**src/rtl/snake_pkg.sv**
```systemverilog
// snake_pkg: shared definitions for the snake datapath and the collision stage.
//   - coordinate width, segment record (x,y)
//   - direction encoding (0 up, 1 down, 2 left, 3 right)
//   - playfield wall constants X_MIN/X_MAX/Y_MIN/Y_MAX
//   - mover FSM state encoding
package snake_pkg;

    localparam int COORD_W = 20;

    localparam logic [COORD_W-1:0] X_MIN = 20'd0;
    localparam logic [COORD_W-1:0] X_MAX = 20'd624;
    localparam logic [COORD_W-1:0] Y_MIN = 20'd0;
    localparam logic [COORD_W-1:0] Y_MAX = 20'd464;

    typedef enum logic [1:0] {
        DIR_UP    = 2'd0,
        DIR_DOWN  = 2'd1,
        DIR_LEFT  = 2'd2,
        DIR_RIGHT = 2'd3
    } dir_e;

    typedef enum logic [1:0] {
        ST_IDLE = 2'd0,
        ST_MOVE = 2'd1,
        ST_SCAN = 2'd2
    } state_e;

    typedef struct packed {
        logic [COORD_W-1:0] x;
        logic [COORD_W-1:0] y;
    } seg_t;

    // Opposite directions share the axis bit and differ in the sense bit.
    function automatic logic is_reverse(input logic [1:0] a, input logic [1:0] b);
        return (a[1] == b[1]) && (a[0] != b[0]);
    endfunction

endpackage

```
**src/rtl/snake_if.sv**
```systemverilog
// snake_if: game-side signals of the snake mover.
//   master: game logic / timer side (drives tick, dir, grow, freeze)
//   slave : snake_mover (drives head, body scan, scan_done, length)
interface snake_if;
    logic                         tick;
    logic [1:0]                   dir_in;
    logic                         dir_valid;
    logic                         grow;
    logic                         freeze;
    logic [snake_pkg::COORD_W-1:0] headX;
    logic [snake_pkg::COORD_W-1:0] headY;
    logic [snake_pkg::COORD_W-1:0] bodyX;
    logic [snake_pkg::COORD_W-1:0] bodyY;
    logic                         body_valid;
    logic                         scan_done;
    logic [4:0]                   length;

    modport master (
        output tick, dir_in, dir_valid, grow, freeze,
        input  headX, headY, bodyX, bodyY, body_valid, scan_done, length
    );

    modport slave (
        input  tick, dir_in, dir_valid, grow, freeze,
        output headX, headY, bodyX, bodyY, body_valid, scan_done, length
    );
endinterface

```
**src/rtl/snake_seg_store.sv**
```systemverilog
// snake_seg_store: MAX_LEN x 40-bit segment shift array, entry 0 is the head.
//   clk, reset_n : clock, synchronous active-low reset (loads the start pose)
//   i_shift      : seg[0] <= i_head, seg[i] <= seg[i-1]
//   i_head       : new head position
//   i_rd_idx     : combinational read index
//   o_head       : seg[0]
//   o_rd         : seg[i_rd_idx]
module snake_seg_store
    import snake_pkg::*;
#(
    parameter int MAX_LEN = 16,
    parameter int STEP    = 16,
    parameter int START_X = 400,
    parameter int START_Y = 304,
    parameter int IDX_W   = $clog2(MAX_LEN)
) (
    input  logic             clk,
    input  logic             reset_n,
    input  logic             i_shift,
    input  seg_t             i_head,
    input  logic [IDX_W-1:0] i_rd_idx,
    output seg_t             o_head,
    output seg_t             o_rd
);

    seg_t r_seg [MAX_LEN];

    always_ff @(posedge clk) begin
        if (!reset_n) begin
            // Body trails straight left of the head; entries beyond the
            // visible length are never exposed (growth keeps the old tail).
            for (int i = 0; i < MAX_LEN; i++) begin
                r_seg[i].x <= COORD_W'(START_X - i * STEP);
                r_seg[i].y <= COORD_W'(START_Y);
            end
        end else if (i_shift) begin
            r_seg[0] <= i_head;
            for (int i = 1; i < MAX_LEN; i++) begin
                r_seg[i] <= r_seg[i-1];
            end
        end
    end

    assign o_head = r_seg[0];
    assign o_rd   = r_seg[i_rd_idx];

endmodule

```
**src/rtl/snake_mover.sv**
```systemverilog
// snake_mover: moves the snake one STEP per accepted tick, then presents
// every body segment (1..length-1) to the collision stage, one per cycle.
//   clk, reset_n : clock, synchronous active-low reset
//   bus (slave)  : tick/dir_in/dir_valid/grow/freeze in;
//                  headX/headY, bodyX/bodyY/body_valid, scan_done, length out
// Build option: define SNAKE_WRAP_EN to wrap the head at the playfield walls;
// otherwise the head moves freely (modulo 2^20) and walls are judged downstream.
module snake_mover
    import snake_pkg::*;
#(
    parameter int MAX_LEN = 16,
    parameter int STEP    = 16,
    parameter int START_X = 400,
    parameter int START_Y = 304
) (
    input  logic clk,
    input  logic reset_n,
    snake_if.slave bus
);

    localparam int                 IDX_W   = $clog2(MAX_LEN);
    localparam logic [4:0]         LEN_MAX = 5'(MAX_LEN);
    localparam logic [COORD_W-1:0] STEP_C  = COORD_W'(STEP);

    state_e           r_state, w_state_nxt;
    dir_e             r_dir, r_dir_req, w_dir_nxt, w_dir_cur;
    logic             r_dir_pend, r_tick_pend, r_grow_pend, r_scan_done;
    logic [4:0]       r_len;
    logic [IDX_W-1:0] r_idx, w_last_idx;
    logic             w_shift, w_body_valid, w_scan_last;
    seg_t             w_head, w_head_nxt, w_rd;

    snake_seg_store #(
        .MAX_LEN (MAX_LEN),
        .STEP    (STEP),
        .START_X (START_X),
        .START_Y (START_Y),
        .IDX_W   (IDX_W)
    ) u_store (
        .clk      (clk),
        .reset_n  (reset_n),
        .i_shift  (w_shift),
        .i_head   (w_head_nxt),
        .i_rd_idx (r_idx),
        .o_head   (w_head),
        .o_rd     (w_rd)
    );

    // ---------------- FSM ----------------
    assign w_last_idx = IDX_W'(r_len - 5'd1);

    always_ff @(posedge clk) begin
        if (!reset_n) r_state <= ST_IDLE;
        else          r_state <= w_state_nxt;
    end

    always_comb begin
        w_state_nxt  = r_state;
        w_shift      = 1'b0;
        w_body_valid = 1'b0;
        w_scan_last  = 1'b0;
        case (r_state)
            ST_IDLE: begin
                if ((bus.tick || r_tick_pend) && !bus.freeze) w_state_nxt = ST_MOVE;
            end
            ST_MOVE: begin
                w_shift     = 1'b1;
                w_state_nxt = ST_SCAN;
            end
            ST_SCAN: begin
                w_body_valid = 1'b1;
                if (r_idx == w_last_idx) begin
                    w_scan_last = 1'b1;
                    w_state_nxt = ST_IDLE;
                end
            end
            default: w_state_nxt = ST_IDLE;
        endcase
    end

    // ---------------- scan index, scan_done, held tick ----------------
    always_ff @(posedge clk) begin
        if (!reset_n) begin
            r_idx       <= '0;
            r_scan_done <= 1'b0;
            r_tick_pend <= 1'b0;
        end else begin
            r_scan_done <= w_scan_last;
            if (w_shift)           r_idx <= IDX_W'(1);
            else if (w_body_valid) r_idx <= r_idx + 1'b1;
            // IDLE always consumes (or, under freeze, discards) a held tick.
            if (bus.freeze || r_state == ST_IDLE) r_tick_pend <= 1'b0;
            else if (bus.tick)                    r_tick_pend <= 1'b1;
        end
    end

    // ---------------- direction ----------------
    assign w_dir_nxt = r_dir_pend ? r_dir_req : r_dir;
    // A request made during MOVE is judged against the heading being committed.
    assign w_dir_cur = (r_state == ST_MOVE) ? w_dir_nxt : r_dir;

    always_ff @(posedge clk) begin
        if (!reset_n) begin
            r_dir      <= DIR_RIGHT;
            r_dir_req  <= DIR_RIGHT;
            r_dir_pend <= 1'b0;
        end else begin
            if (w_shift) begin
                r_dir      <= w_dir_nxt;
                r_dir_pend <= 1'b0;
            end
            if (bus.dir_valid && !is_reverse(bus.dir_in, w_dir_cur)) begin
                r_dir_req  <= dir_e'(bus.dir_in);
                r_dir_pend <= 1'b1;
            end
        end
    end

    // ---------------- growth ----------------
    always_ff @(posedge clk) begin
        if (!reset_n) begin
            r_len       <= 5'd3;
            r_grow_pend <= 1'b0;
        end else begin
            if (w_shift) begin
                r_grow_pend <= 1'b0;
                // Length grows by exposing the old tail, which the shift keeps.
                if (r_grow_pend && r_len < LEN_MAX) r_len <= r_len + 5'd1;
            end
            if (bus.grow && r_len != LEN_MAX) r_grow_pend <= 1'b1;
        end
    end

    // ---------------- next head ----------------
    always_comb begin
        w_head_nxt = w_head;
        case (w_dir_nxt)
            DIR_UP:   w_head_nxt.y = w_head.y - STEP_C;
            DIR_DOWN: w_head_nxt.y = w_head.y + STEP_C;
            DIR_LEFT: w_head_nxt.x = w_head.x - STEP_C;
            default:  w_head_nxt.x = w_head.x + STEP_C;
        endcase
`ifdef SNAKE_WRAP_EN
        // Compare before stepping so unsigned underflow never hides a wall.
        case (w_dir_nxt)
            DIR_UP:   if (w_head.y < Y_MIN + STEP_C) w_head_nxt.y = Y_MAX;
            DIR_DOWN: if (w_head.y > Y_MAX - STEP_C) w_head_nxt.y = Y_MIN;
            DIR_LEFT: if (w_head.x < X_MIN + STEP_C) w_head_nxt.x = X_MAX;
            default:  if (w_head.x > X_MAX - STEP_C) w_head_nxt.x = X_MIN;
        endcase
`endif
    end

    // ---------------- outputs ----------------
    assign bus.headX      = w_head.x;
    assign bus.headY      = w_head.y;
    assign bus.bodyX      = w_body_valid ? w_rd.x : '0;
    assign bus.bodyY      = w_body_valid ? w_rd.y : '0;
    assign bus.body_valid = w_body_valid;
    assign bus.scan_done  = r_scan_done;
    assign bus.length     = r_len;

endmodule

```
**src/flat_wrapper.sv**
```systemverilog
// flat-port wrapper written by rule: the top's interface ports become plain ports
module snake_mover_flat import snake_pkg::*;
#(
    parameter int MAX_LEN = 16,
    parameter int STEP    = 16,
    parameter int START_X = 400,
    parameter int START_Y = 304
)
  (clk, reset_n, bus_tick, bus_dir_in, bus_dir_valid, bus_grow, bus_freeze, bus_headX, bus_headY, bus_bodyX, bus_bodyY, bus_body_valid, bus_scan_done, bus_length);
  snake_if bus_i ();
  input  logic clk;
  input  logic reset_n;
  input wire logic [$bits(bus_i.tick)-1:0] bus_tick;
  input wire logic [$bits(bus_i.dir_in)-1:0] bus_dir_in;
  input wire logic [$bits(bus_i.dir_valid)-1:0] bus_dir_valid;
  input wire logic [$bits(bus_i.grow)-1:0] bus_grow;
  input wire logic [$bits(bus_i.freeze)-1:0] bus_freeze;
  output wire logic [$bits(bus_i.headX)-1:0] bus_headX;
  output wire logic [$bits(bus_i.headY)-1:0] bus_headY;
  output wire logic [$bits(bus_i.bodyX)-1:0] bus_bodyX;
  output wire logic [$bits(bus_i.bodyY)-1:0] bus_bodyY;
  output wire logic [$bits(bus_i.body_valid)-1:0] bus_body_valid;
  output wire logic [$bits(bus_i.scan_done)-1:0] bus_scan_done;
  output wire logic [$bits(bus_i.length)-1:0] bus_length;
  assign bus_i.tick = bus_tick;
  assign bus_i.dir_in = bus_dir_in;
  assign bus_i.dir_valid = bus_dir_valid;
  assign bus_i.grow = bus_grow;
  assign bus_i.freeze = bus_freeze;
  assign bus_headX = bus_i.headX;
  assign bus_headY = bus_i.headY;
  assign bus_bodyX = bus_i.bodyX;
  assign bus_bodyY = bus_i.bodyY;
  assign bus_body_valid = bus_i.body_valid;
  assign bus_scan_done = bus_i.scan_done;
  assign bus_length = bus_i.length;
  snake_mover #(.MAX_LEN(MAX_LEN), .STEP(STEP), .START_X(START_X), .START_Y(START_Y)) u_core (.clk(clk), .reset_n(reset_n), .bus(bus_i));
endmodule
```
**config.mk**
```make
export PLATFORM = sky130hd
export DESIGN_NAME = snake_mover_flat
export DESIGN_NICKNAME = d
export VERILOG_FILES = /design/src/rtl/snake_pkg.sv /design/src/rtl/snake_if.sv /design/src/rtl/snake_seg_store.sv /design/src/rtl/snake_mover.sv /design/src/flat_wrapper.sv
export SDC_FILE = /design/constraint.sdc
export NUM_CORES = 1
export LEC_CHECK = 0
export CAP_MARGIN = 0
export CORE_ASPECT_RATIO = 0.75
export CORE_MARGIN = 1
export CORE_UTILIZATION = 54
export CTS_BUF_LIST = sky130_fd_sc_hd__clkbuf_2
export DETAILED_ROUTE_END_ITERATION = 8
export GPL_ROUTABILITY_DRIVEN = 0
export PLACE_DENSITY = 0.72
export SYNTH_ARGS = -nofsm -noshare
export SYNTH_HDL_FRONTEND = slang
export SYNTH_SLANG_ARGS = --single-unit
export TNS_END_PERCENT = 1
```
**constraint.sdc**
```tcl
create_clock -name clk -period 13.41 [get_ports clk]
set_input_delay 3.3525 -clock clk [delete_from_list [all_inputs] [get_ports clk]]
set_output_delay 3.3525 -clock clk [all_outputs]
set_load 0.005 [all_outputs]
```
# == Word-level counts from Yosys, hierarchy flattened ==
# Memory sizes are Yosys's and may differ from the RTL's.
# Cells that the tools add are included.
# totals
regBits,19
ram_bits,640
in_bits,8
out_inout_bits,87
elab_cells,103
mem_count,1
# classes
n_addsub,7
magnitude_cmp,1
eq_ne,10
mux,37
bitwise_logic,17
reduce_logical,20
# memory_table
memory,depth,width,rd,rd_ports_with_merged_regs,wr,line,source
u_core.u_store.r_seg,16,40,16,0,16,snake_seg_store.sv:26,seg_t r_seg [MAX_LEN];
# op_table
operator,count
two-way mux 40 bit,16
one-hot mux 20 bit (2 select lines),2
adder 20 x 5 -> 20 bit (second input constant),2
two-way mux 20 bit,2
subtractor 20 x 5 -> 20 bit (second input constant),2
bitwise OR 1 bit,16
two-way mux 1 bit,12
two-way mux 2 bit,4
one-hot mux 2 bit (3 select lines),1
AND reduction 2 bit,3
nonzero test 2 bit,3
OR reduction 2 bit,3
adder 5 x 1 -> 5 bit (second input constant),1
logical AND 1 bit,5
less-than comparator 5 bit (second input constant),1
!= test 5 bit (second input constant),1
adder 4 x 1 -> 4 bit (second input constant),1
equality test 2 x 1 -> 1 bit (second input constant),2
equality test 2 bit (second input constant),2
equality test 4 bit,1
logical NOT 2 bit,2
!= test 2 x 1 -> 1 bit (second input constant),2
subtractor 4 x 1 -> 4 bit (second input constant),1
logical NOT 1 bit,2
other kinds (4),5

# == Depth between registers and ports, before layout ==
# depth
ltp_word,7
depth_mapped,10
ltp_nobuf,9

# == Cells and area by module ==
# A second synthesis with hierarchy kept.
# unflattened
hier_cells,2468
hier_area_um2,31340.1
# modules_own_cells
mod,instances,cells_per_inst,area_per_inst_um2,seq_area_each_um2
snake_seg_store,1,2056,28369.7,16215.6
snake_mover,1,412,2970.3,380.4

# == Least setup slack after synthesis ==
# OpenSTA, ideal clock, no wires.
# synth_timing
path_type,input -> register
start,input port reset_n
end,"memory u_core.u_store.r_seg[1][10] in the netlist's numbering, enable pin"
setup_ns,1.871
arrival_ns,7.782
t_required_ns,11.539
path_slack_ns,3.757
path_stages,3
path_buffers,2
cell_sequence,clkbuf_1 > clkbuf_1 > nand2_1
# synth_rtl
item,line,source
"start, declared",flat_wrapper.sv:12,input logic reset_n;
"end, declared",snake_seg_store.sv:26,

# == Final worst setup path ==
# layout_timing
start,register u_core.r_idx[2]
end,output port bus_bodyY[19]
# layout_between
elab_chain_cells,2
# layout_rtl
item,line,source
"start, declared",snake_mover.sv:29,"logic [IDX_W-1:0] r_idx, w_last_idx;"
"start signal, assigned",snake_mover.sv:90,else if (w_body_valid) r_idx <= r_idx + 1'b1;
memory read (16 x 40 bit),-,
two-way mux 20 bit,snake_mover.sv:158,assign bus.bodyY = w_body_valid ? w_rd.y : '0;
"end, declared",flat_wrapper.sv:21,output wire logic [$bits(bus_i.bodyY)-1:0] bus_bodyY;
# No other way between the ends.

==> summary.txt <==
Route
  • Final WL: 53.7 mm
  • Mean routed wirelength per cell: 19.5 µm
  • Via Count: 15900
  • DR iter-0 viols: 1723
  • First-pass DRT Iterations: 6
  • Via density: 5.80
  • Final antenna-violating net count: 0
  • Drt drc: 0

Yosys
  • Area contributors post-synth: edfxtp_1 32%, dfxtp_1 20%, mux4_2 14%, mux2i_1 9.9%, and3_1 5.1%
  • Predominant post-synthesis flop cell: edfxtp_1
  • Gate Count Post-Synth: 1932
  • EDFF count, synth: 272
  • Seq cells post-synth: 531
  • Share of flip-flops with an asynchronous set or reset: 0
  • Syn_area_per_cell: 13.1 µm²
  • Cell accounting for the most synthesized area: edfxtp_1
  • Synthesis warning total: 0
  • Register area share after synthesis: 0.527
  • Top cell type's share of synthesized area: 0.322
  • Mapped cell area: 25300 µm²
  • Yosys cell types: 64

Critical path
  • Critical Path AT: 4.84 ns
  • Reg2Reg Depth: 6
  • Reg2reg start: u_core.r_state[1]
  • CP Launch Type: flop
  • Slowest stage delay, CP: 1.12 ns
  • Bufs and invs on worst path: 2
  • CP Capture Type: output pin
  • Critical path class: flop to output pin
  • CP Max Fanout: 76
  • Worst path cell trace: buf_4, mux4_2, mux4_2, and2_1, clkdlybuf4s50_1
  • Cell mode on critical path: mux4_2
  • Worst r2r dst: u_core.u_store.r_seg[9][8]
  • Data required time at the worst endpoint: 10.06 ns
  • CP top delay family: buffers and inverters
  • Slowest stage cell, crit path: dfxtp_4
  • R2r setup slk: 9.70 ns

GRT
  • All-Layer GR Usage: 0.231
  • Grt ovf: 0
  • Vias in the first global route: 15600
  • Initial antenna violation count: 5
  • Largest net degree at the start of global routing: 288
  • First-pass GRT wire length: 86.8 mm

Floorplan
  • Die height: 190 µm
  • Starting Density: 0.549
  • Site row count: 68
  • Core area: 46200 µm²
  • IO Pins: 95
  • Width of the die: 252 µm
  • Die Area: 47800 µm²

Cells and area
  • Non-Filler Instances: 2749
  • Fillers: 3655
  • Nets@finish: 2041
  • Share of cells above drive strength 1: 0.203
  • Post-layout instance area: 27800 µm²
  • Synth-to-Final Area Change: 9.62%

Worst hold path
  • Hold Path Class: flop to flop
  • Hold Path End: u_core.u_store.r_seg[12][8]
  • Hold path depth: 2
  • Min-delay src: u_core.u_store.r_seg[11][8]

Place
  • DP Area: 26400 µm²
  • IO Port Bufs: 78
  • Placed Instances: 2503
  • Hpwl dp: 31.2 mm

STA
  • Final max-slew violation count: 0
  • # setup viols final: 0
  • Hold slack final: 0.477 ns
  • Final Hold Viols: 0
  • Slew HR: 0.217
  • Highest Clock Rate: 122 MHz
  • Setup TNS: 0 ns
  • Period minus WS final: 8.19 ns
  • RSZ-0062 raised after global routing: no
  • Final period util: 0.611
  • Worst-margin pin slew: 1.17 ns
  • Clock Skews: 0.0950 ns

Power
  • Design Power: 3460 µW
  • Flop pwr share: 0.533
  • Peak VDD IR: 0.0775 mV
  • Switching power: 936 µW
  • Switching share of power: 0.271
  • Pint: 2520 µW
  • Comb pwr share: 0.114
  • Pwr dens: 124 nW/µm²
  • Leak Pwr: 0.0101 µW
  • Clk pwr share: 0.353

Clock tree
  • CTS root buf: clkbuf_2
  • CTS buffer count: 132
  • Maximum root-to-sink buffer count: 3
  • # resized after CTS: 0
  • Clock transition at path regs: 0.11 ns
  • Clk Latency, worst-skew pair: 1.12 ns
  • Hold_buf cts: 0
  • Htree depth: 4
  • Postcts setup bufs: 0
  • CTS sink count: 531
  • CTS tree: done

Run status
  • Status: finished clean

Flow run
  • Max_cap viols: 0
## worst max path at each step
stage                    start                     endpoint  slack, ns  cells past startpoint
6_report       u_core.r_idx[2]                bus_bodyY[19]       5.22                      5
5_1_grt        u_core.r_idx[2]                bus_bodyY[19]       4.90                      5
4_1_cts        u_core.r_idx[2]                bus_bodyY[19]       5.06                      5
3_5_place_dp   u_core.r_idx[2]                bus_bodyY[19]       6.35                      5
3_3_place_gp   u_core.r_idx[2]                bus_bodyY[19]       6.39                      5
2_1_floorplan          reset_n  u_core.u_store.r_seg[1][10]       3.76                      3
## power by group through the flow
stage / Combinational (µW) / Clock, µW / Sequential (µW)
3_5_place_dp: 394 / 0 / 1880
5_1_grt: 428 / 1350 / 1850
4_1_cts: 395 / 1260 / 1840
6_report: 393 / 1220 / 1840
3_3_place_gp: 387 / 0 / 1880
2_1_floorplan: 320 / 0 / 1860
## worst min-delay path: stages (launching register included)
cell and delay [ns]:
dfxtp_1 0.36, mux2i_1 0.08, nand2_1 0.06
## area by class of cell
| cell class | count | area [µm²] | share of cell area |
|---|---|---|---|
| antenna | 1 | 2.50 | 0.0000901 |
| clock buffer | 210 | 1050 | 0.0378 |
| timing repair buffer | 101 | 996 | 0.0358 |
| inverter | 15 | 56.3 | 0.00203 |
| multi-input combinational | 1226 | 11200 | 0.403 |
| clock inverter | 35 | 338 | 0.0122 |
| sequential | 531 | 13400 | 0.481 |
| tap | 630 | 788 | 0.0284 |
## registers in the layout, summed over array words and instances, names as in the netlist
| signal | flops |
|---|---|
| u_core.u_store.r_seg | 512 |
| u_core.r_idx | 4 |
| u_core.bus.scan_done | 1 |
| u_core.r_tick_pend | 1 |
| u_core.r_dir_pend | 1 |
| u_core.r_state | 2 |
| u_core.bus.length | 5 |
| u_core.r_dir_req | 2 |
| u_core.r_grow_pend | 1 |
| u_core.r_dir | 2 |
## cell usage after synthesis (3+ instances only)
library cell,n
a21boi_1,3
a21o_1,3
a21oi_1,19
a31oi_1,7
and2_1,38
and3_1,206
buf_1,4
buf_2,32
buf_4,16
buf_6,9
clkbuf_1,114
dfxtp_1,259
edfxtp_1,272
ha_1,25
inv_1,12
inv_2,3
mux2i_1,250
mux4_2,160
nand2_1,81
nand2b_1,46
nand3_1,9
nand4_1,11
nor2_1,28
nor2b_1,202
nor3_1,20
nor3b_1,5
nor4_1,5
o211ai_1,3
o21a_1,6
o21ai_0,9
o21ai_1,9
xnor2_1,20
xor2_1,8
## metrics by stage
| stage | util | setup WS, ns |
|---|---|---|
| floorplan | - | 3.76 |
| global placement | 0.571 | 6.39 |
| detailed placement | 0.571 | 6.35 |
| CTS | 0.601 | 5.06 |
| global route | 0.601 | 4.90 |
| finish | 0.601 | 5.22 |
## layer usage
metal  share of wire  wire, µm  track usage  up-vias
li1                -         -            -     7366
met1            0.49     26100        0.351     7990
met2            0.42     22700        0.321      508
met3           0.079      4220       0.0665       76
met4           0.013       687       0.0622        2
met5         0.00024        13            0        -
## logic make-up after synthesis
group | count (synthesis) | synth area share
AND/OR/NAND/NOR | 664 | 0.153
flip-flops | 531 | 0.527
multiplexers | 411 | 0.241
buffers and inverters | 190 | 0.0348
AO/OA/AOI/OAI | 81 | 0.0213
XOR/XNOR | 28 | 0.00968
adder cells (fa/ha/maj) | 26 | 0.0131
other | 1 | 0.000148
## cells in the final DEF (no fill, tap or decap), types with 9 or more instances in the layout
cell type and count:
a21oi_1 19, and2_1 37, and3_1 206, buf_4 20, clkbuf_2 210, clkdlybuf4s50_1 77
clkinv_1 16, conb_1 16, dfxtp_1 255, edfxtp_1 272, ha_1 24, inv_1 12
mux2i_1 250, mux4_2 160, nand2_1 80, nand2b_1 46, nand3_1 9, nand4_1 11
nor2_1 28, nor2b_1 202, nor3_1 20, o21ai_1 10, xnor2_1 20
Power figures use the tool's default switching activity.
